**config.mk**
```make
export PLATFORM = sky130hd
export DESIGN_NAME = galvo_responder
export DESIGN_NICKNAME = d
export VERILOG_FILES = /design/src/rtl/galvo_responder.sv
export SDC_FILE = /design/constraint.sdc
export NUM_CORES = 2
export LEC_CHECK = 0
export BUFFER_PORTS_ARGS = -buffer_cell sky130_fd_sc_hd__clkbuf_2
export CAP_MARGIN = 20
export CORE_MARGIN = 1.5
export CORE_UTILIZATION = 40
export DETAILED_ROUTE_END_ITERATION = 7
export PLACE_DENSITY = 0.55
export SYNTH_ARGS = -nofsm -noshare
export SYNTH_HDL_FRONTEND = slang
export SYNTH_SLANG_ARGS = --single-unit
```
**constraint.sdc**
```tcl
create_clock -name iCLK -period 6.83 [get_ports iCLK]
set_input_delay 1.366 -clock iCLK [delete_from_list [all_inputs] [get_ports iCLK]]
set_output_delay 1.366 -clock iCLK [all_outputs]
set_load 0.005 [all_outputs]
```
**src/rtl/galvo_responder.sv**
```systemverilog
// -----------------------------------------------------------------------------
// galvo_responder
//
// Galvo-side responder for the sequencer's galvo handshake. Every rising edge
// of the (asynchronous) galvo change trigger fetches the next entry of a
// host-loaded position table, shifts it MSB first to the galvo DAC over a
// 3-wire serial link (SYNC_N / SCLK / DIN), waits a programmable settle time
// and then returns a single-cycle acknowledge to the sequencer.
//
// Ports
//   iCLK                   system clock (single clock domain)
//   iRST_N                 asynchronous active-low reset
//   iRESTART               synchronous pulse: abort transfer, index -> 0,
//                          clear overrun flag
//   iNUM_POSITIONS         table length used for index wrap (0 behaves as 1)
//   iSETTLE_US             settle time in microseconds, captured in LOAD
//   iWR_EN/iWR_ADDR/iWR_DATA  host write port into the position table
//   iGALVO_CHANGE_TRIGGER  asynchronous request level; rising edge = request
//   oGALVO_ACK             one-cycle pulse once the galvo has settled
//   oDAC_SYNC_N            DAC frame select, active low
//   oDAC_SCLK              DAC serial clock, idles low, DAC samples on rise
//   oDAC_DIN               DAC serial data
//   oPOSITION_INDEX        index of the most recently fetched table entry
//   oBUSY                  high whenever the sequencer is not idle
//   oOVERRUN               sticky: a request edge arrived while busy
// -----------------------------------------------------------------------------
module galvo_responder #(
    parameter int DATA_W      = 16,
    parameter int ADDR_W      = 8,
    parameter int SCLK_DIV    = 4,
    parameter int CLKS_PER_US = 50
) (
    input  logic              iCLK,
    input  logic              iRST_N,
    input  logic              iRESTART,
    input  logic [ADDR_W-1:0] iNUM_POSITIONS,
    input  logic [15:0]       iSETTLE_US,
    input  logic              iWR_EN,
    input  logic [ADDR_W-1:0] iWR_ADDR,
    input  logic [DATA_W-1:0] iWR_DATA,
    input  logic              iGALVO_CHANGE_TRIGGER,
    output logic              oGALVO_ACK,
    output logic              oDAC_SYNC_N,
    output logic              oDAC_SCLK,
    output logic              oDAC_DIN,
    output logic [ADDR_W-1:0] oPOSITION_INDEX,
    output logic              oBUSY,
    output logic              oOVERRUN
);

    // -------------------------------------------------------------------------
    // Local parameters
    // -------------------------------------------------------------------------
    localparam int SYNC_STAGES = 2;
    localparam int DEPTH       = 1 << ADDR_W;
    // phase counter covers one full SCLK period (2*SCLK_DIV iCLK cycles)
    localparam int PH_W        = $clog2(2 * SCLK_DIV);
    localparam int BIT_W       = $clog2(DATA_W + 1);

    localparam logic [PH_W-1:0]   PH_LAST   = PH_W'(2 * SCLK_DIV - 1);
    localparam logic [PH_W-1:0]   PH_HIGH   = PH_W'(SCLK_DIV);
    localparam logic [PH_W-1:0]   PH_ONE    = PH_W'(1);
    localparam logic [BIT_W-1:0]  BIT_DONE  = BIT_W'(DATA_W);
    localparam logic [BIT_W-1:0]  BIT_ONE   = BIT_W'(1);
    localparam logic [ADDR_W:0]   IDX_ONE   = (ADDR_W + 1)'(1);
    localparam logic [31:0]       CLKS_US_W = 32'(CLKS_PER_US);

    typedef enum logic [2:0] {
        ST_IDLE,
        ST_FETCH,
        ST_LOAD,
        ST_SHIFT,
        ST_SETTLE,
        ST_ACK
    } state_t;

    // -------------------------------------------------------------------------
    // Trigger synchronizer and rising-edge detect
    // -------------------------------------------------------------------------
    logic sync_reg [SYNC_STAGES];
    logic trig_prev_reg;
    logic trig_edge;

    genvar gi;
    generate
        for (gi = 0; gi < SYNC_STAGES; gi++) begin : g_sync
            if (gi == 0) begin : g_first
                always_ff @(posedge iCLK or negedge iRST_N) begin
                    if (!iRST_N) begin
                        sync_reg[gi] <= 1'b0;
                    end else begin
                        sync_reg[gi] <= iGALVO_CHANGE_TRIGGER;
                    end
                end
            end else begin : g_chain
                always_ff @(posedge iCLK or negedge iRST_N) begin
                    if (!iRST_N) begin
                        sync_reg[gi] <= 1'b0;
                    end else begin
                        sync_reg[gi] <= sync_reg[gi-1];
                    end
                end
            end
        end
    endgenerate

    always_ff @(posedge iCLK or negedge iRST_N) begin
        if (!iRST_N) begin
            trig_prev_reg <= 1'b0;
        end else begin
            trig_prev_reg <= sync_reg[SYNC_STAGES-1];
        end
    end

    // Edge pulse lasts exactly one cycle regardless of how long the level is
    // held; it is consumed even when iRESTART discards it.
    assign trig_edge = sync_reg[SYNC_STAGES-1] & ~trig_prev_reg;

    // -------------------------------------------------------------------------
    // Position table: one write port, one registered read port.
    // No reset on the array so it maps onto block RAM; a read colliding with
    // a write to the same address returns the previous contents.
    // -------------------------------------------------------------------------
    logic [DATA_W-1:0] table_mem [DEPTH];
    logic [DATA_W-1:0] rd_data_reg;
    logic [ADDR_W-1:0] next_idx_reg;

    always_ff @(posedge iCLK) begin
        if (iWR_EN) begin
            table_mem[iWR_ADDR] <= iWR_DATA;
        end
        // The read address is next_idx itself, so the word addressed in
        // FETCH is already sitting in rd_data_reg when LOAD executes.
        rd_data_reg <= table_mem[next_idx_reg];
    end

    // -------------------------------------------------------------------------
    // Index wrap: next_idx+1 compared against max(N,1) with one spare bit so
    // that an N of 2^ADDR_W-style boundary never overflows the comparison.
    // -------------------------------------------------------------------------
    logic [ADDR_W:0]   idx_inc;
    logic [ADDR_W:0]   eff_num;
    logic [ADDR_W-1:0] idx_next;

    always_comb begin
        idx_inc  = {1'b0, next_idx_reg} + IDX_ONE;
        eff_num  = (iNUM_POSITIONS == '0) ? IDX_ONE : {1'b0, iNUM_POSITIONS};
        idx_next = (idx_inc >= eff_num) ? '0 : idx_inc[ADDR_W-1:0];
    end

    // -------------------------------------------------------------------------
    // Main sequencer with registered outputs
    // -------------------------------------------------------------------------
    state_t            state_reg;
    logic [DATA_W-1:0] shift_reg;
    logic [PH_W-1:0]   phase_reg;
    logic [BIT_W-1:0]  bit_cnt_reg;
    logic [31:0]       settle_cnt_reg;
    logic              ack_reg;
    logic              sync_n_reg;
    logic              sclk_reg;
    logic              din_reg;
    logic [ADDR_W-1:0] pos_idx_reg;
    logic              busy_reg;
    logic              overrun_reg;

    always_ff @(posedge iCLK or negedge iRST_N) begin
        if (!iRST_N) begin
            state_reg      <= ST_IDLE;
            shift_reg      <= '0;
            phase_reg      <= '0;
            bit_cnt_reg    <= '0;
            settle_cnt_reg <= '0;
            next_idx_reg   <= '0;
            ack_reg        <= 1'b0;
            sync_n_reg     <= 1'b1;
            sclk_reg       <= 1'b0;
            din_reg        <= 1'b0;
            pos_idx_reg    <= '0;
            busy_reg       <= 1'b0;
            overrun_reg    <= 1'b0;
        end else if (iRESTART) begin
            // Abort wins over everything, including a coincident request
            // edge; the last fetched index stays visible to the host.
            state_reg    <= ST_IDLE;
            next_idx_reg <= '0;
            ack_reg      <= 1'b0;
            sync_n_reg   <= 1'b1;
            sclk_reg     <= 1'b0;
            din_reg      <= 1'b0;
            busy_reg     <= 1'b0;
            overrun_reg  <= 1'b0;
        end else begin
            ack_reg <= 1'b0;

            // Requests are never queued: anything arriving outside IDLE is
            // dropped and only flagged.
            if (trig_edge && (state_reg != ST_IDLE)) begin
                overrun_reg <= 1'b1;
            end

            case (state_reg)
                ST_IDLE: begin
                    if (trig_edge) begin
                        state_reg <= ST_FETCH;
                        busy_reg  <= 1'b1;
                    end
                end

                ST_FETCH: begin
                    pos_idx_reg  <= next_idx_reg;
                    next_idx_reg <= idx_next;
                    state_reg    <= ST_LOAD;
                end

                ST_LOAD: begin
                    shift_reg      <= rd_data_reg;
                    settle_cnt_reg <= 32'(iSETTLE_US) * CLKS_US_W;
                    phase_reg      <= '0;
                    bit_cnt_reg    <= '0;
                    state_reg      <= ST_SHIFT;
                end

                ST_SHIFT: begin
                    if (bit_cnt_reg == BIT_DONE) begin
                        // Frame complete: close it and return lines to idle.
                        sync_n_reg <= 1'b1;
                        sclk_reg   <= 1'b0;
                        din_reg    <= 1'b0;
                        state_reg  <= ST_SETTLE;
                    end else begin
                        sync_n_reg <= 1'b0;
                        // Low for the first half of each bit, high for the
                        // second half; DIN changes only at bit start so it is
                        // stable well before the sampling (rising) edge.
                        sclk_reg   <= (phase_reg >= PH_HIGH);
                        if (phase_reg == '0) begin
                            din_reg   <= shift_reg[DATA_W-1];
                            shift_reg <= {shift_reg[DATA_W-2:0], 1'b0};
                        end
                        if (phase_reg == PH_LAST) begin
                            phase_reg   <= '0;
                            bit_cnt_reg <= bit_cnt_reg + BIT_ONE;
                        end else begin
                            phase_reg <= phase_reg + PH_ONE;
                        end
                    end
                end

                ST_SETTLE: begin
                    // A loaded count of 0 or 1 both give a one-cycle settle.
                    if (settle_cnt_reg <= 32'd1) begin
                        ack_reg   <= 1'b1;
                        state_reg <= ST_ACK;
                    end else begin
                        settle_cnt_reg <= settle_cnt_reg - 32'd1;
                    end
                end

                ST_ACK: begin
                    busy_reg  <= 1'b0;
                    state_reg <= ST_IDLE;
                end

                default: begin
                    busy_reg  <= 1'b0;
                    state_reg <= ST_IDLE;
                end
            endcase
        end
    end

    // -------------------------------------------------------------------------
    // Outputs
    // -------------------------------------------------------------------------
    assign oGALVO_ACK      = ack_reg;
    assign oDAC_SYNC_N     = sync_n_reg;
    assign oDAC_SCLK       = sclk_reg;
    assign oDAC_DIN        = din_reg;
    assign oPOSITION_INDEX = pos_idx_reg;
    assign oBUSY           = busy_reg;
    assign oOVERRUN        = overrun_reg;

endmodule

```
==> impl_metrics.json <==
{
  "first_iter_violations": 11448,
  "power_density_nw_per_um2": 289,
  "async_flop_share_pct": 2.00,
  "critical_path_class": "register to register",
  "layout-drive-gt1-share_pct": 21.3,
  "cts_sinks": 4196,
  "initial_core_util_pct": 40.1,
  "fin_skew_ps": 30.8,
  "cts_buffers": 431,
  "fillers": 34408,
  "cp_max_fo": 34,
  "viasPerCell": 6.00,
  "clk_pin_slew_worst_paths_ps": 60,
  "grt_overflow_total": 0,
  "drtPass1Iterations": 6,
  "hold_viol": 0,
  "insertion_delay_ps": 1010,
  "ys_ff_latch": 4196,
  "final_antenna_net_count": 0,
  "outcome": "complete, no violations",
  "p_leak_nw": 57.0,
  "required_ps": 7770,
  "slew_headroom_pct": 12.2,
  "irDropWorstVdd_mv": 0.220,
  "ff2ff_path_depth": 9,
  "min_path_type": "input port to asynchronous set/reset pin",
  "fin_area_sq_um": 187000,
  "cts_resized": 0,
  "regArea_sq_um": 125000,
  "drc": 0,
  "fin_hold_ws_ps": 346,
  "yosysSeqAreaShare_pct": 76.4,
  "netSwitchingFraction_pct": 21.9,
  "syn_area_sq_um": 164000,
  "ys_types": 77,
  "h-tree-depth": 5,
  "synthTopCellsByArea": "edfxtp_1 (75%), mux4_2 (9.5%), mux2i_1 (4.7%)",
  "pwr-share-seq_pct": 52.8,
  "portBuffers": 66,
  "dieHeight_um": 644,
  "placedCellCount": 13699,
  "synth_largest_area_cell": "edfxtp_1",
  "power_switching_mw": 11.8,
  "hold_buffers": 0,
  "wl_per_cell_um": 34.3,
  "cp-start-kind": "register",
  "setup_violations": 0,
  "routabilityCongestion": 0.868,
  "synth_top_flop_cell": "edfxtp_1",
  "synth_edf_count": 4096,
  "syn_nets": 8466,
  "ys.warnings.count": 0,
  "synth_cells": 8334,
  "rsz0062_at_grt": "false",
  "p_total_mw": 54.1,
  "io_pins": 67,
  "postRouteWirelength_um": 498000,
  "worstSetupEndpointType": "register",
  "final-max-slew-violation-count": 0,
  "worst_pin_slew_ps": 1300,
  "cts_tree": "built",
  "crit_arrival_ps": 6500,
  "period_share_pct": 81.5,
  "reg2reg_setup_slack_ps": 1270,
  "fin_nets": 8831,
  "tns_ps": 0,
  "grt_first_pass_wirelength_um": 686000,
  "clockPowerShare_pct": 42.0,
  "p_int_mw": 42.3,
  "placed_area_sq_um": 173000,
  "fin_cells": 14517,
  "clockBufferDepth": 4,
  "grt_max_degree": 165,
  "globalRouteTotalUtil_pct": 23.5,
  "rows": 235,
  "hpwl_um": 299000,
  "antenna_found_initial": 40,
  "synth_top_area_share_pct": 74.9,
  "grt_pass1_vias": 84566,
  "largest_reg_flops": 4096,
  "layout_commonest_cell": "edfxtp_1",
  "clockRootBuffer": "clkbuf_16",
  "syn_area_per_cell_sq_um": 19.7,
  "multi_input_area_sq_um": 37000,
  "placeableCoreArea_sq_um": 409000,
  "via_count": 87125,
  "die_area_sq_um": 414000,
  "finalCriticalPeriod_ps": 5560,
  "final_cell_mix": "edfxtp_1 (4,096), mux2i_1 (765), mux4_2 (691), clkbuf_16 (438), o221ai_1 (326)",
  "cts_setup_buffers": 0,
  "drv_cap": 0,
  "area_growth_pct": 14.0,
  "fmax_mhz": 180,
  "fp.dieW_um": 644,
  "combPwrFrac_pct": 5.2
}
==> metal layers <==
metal / track usage (%) / vias up / part of all wire [%]
met1: 33.4 / 46810 / 41
met5: 0 / - / 0.0026
met2: 37.0 / 4231 / 47
met3: 4.52 / 653 / 8.8
li1: - / 35429 / -
met4: 6.50 / 2 / 3.0
==> critical path, cell delays in order, from the launching register on <==
cell and delay (ps):
dfrtp_4 980, nand2_4 660, buf_12 410, buf_4 290, o221ai_1 490, o221ai_1 190, o21ai_0 1030, o21ai_0 490
a21oi_1 660, and3_1 250
==> power groups by stage <==
| stage | clock (mW) | combinational [mW] | sequential [mW] |
|---|---|---|---|
| 2_1_floorplan | 0 | 1.64 | 29.0 |
| 3_3_place_gp | 0 | 2.79 | 29.1 |
| 3_5_place_dp | 0 | 2.82 | 29.1 |
| 4_1_cts | 23.0 | 2.83 | 28.5 |
| 5_1_grt | 24.0 | 3.00 | 28.5 |
| 6_report | 22.7 | 2.82 | 28.5 |
==> synth_stat cells, types with 20 or more instances <==
master / n
edfxtp_1: 4096
mux2i_1: 765
mux4_2: 691
nor2_1: 406
o221ai_1: 326
clkbuf_1: 271
a21oi_1: 249
o22ai_1: 180
nand2_1: 155
buf_2: 132
nor3_1: 115
o21ai_0: 110
dfrtp_1: 83
inv_1: 74
ha_1: 68
nand3_1: 64
buf_1: 55
a31oi_1: 41
buf_4: 40
mux2_2: 28
a211oi_1: 22
nor2b_1: 22
nand4_1: 21
or3_1: 20
==> cell type report <==
| class | instances | share of cell area, % |
|---|---|---|
| Sequential cell | 4196 | 67.0 |
| Multi-Input combinational cell | 3563 | 19.7 |
| Clock buffer | 550 | 6.08 |
| Tap cell | 5451 | 3.64 |
| Timing Repair Buffer | 432 | 2.24 |
| Clock inverter | 238 | 1.10 |
| Inverter | 75 | 0.158 |
| Antenna cell | 12 | 0.0160 |
==> stage by stage <==
stage,setup slack [ps],util [%]
final,1270,45.7
after global routing,1410,45.7
after CTS,1500,45.7
after detailed placement,1540,42.4
after global placement,1120,42.3
after floorplan,2630,-
==> kinds of logic (layout without fill, tap and decap cells) <==
family	after synthesis	after routing	synth area share, %
other	0	12	0
flip-flops	4196	4196	76.4
XOR/XNOR	29	29	0.155
adder cells (fa/ha/maj)	79	79	0.652
multiplexers	1484	1484	14.3
AND/OR/NAND/NOR	883	883	2.39
AO/OA/AOI/OAI	1088	1088	4.60
buffers and inverters	575	1295	1.51
==> path summary, 6_finish.rpt <==
kind                                 startpoint                 end
max in group asynchronous                iRST_N  settle_cnt_reg[25]
worst max-delay path            next_idx_reg[2]     rd_data_reg[12]
worst min-delay path                     iRST_N  oPOSITION_INDEX[0]
worst max register to register  next_idx_reg[2]     rd_data_reg[12]
min in group iCLK                   sync_reg[1]         sync_reg[0]
worst min register to register      sync_reg[1]         sync_reg[0]
Note: power is estimated with default switching activity, not from simulation.
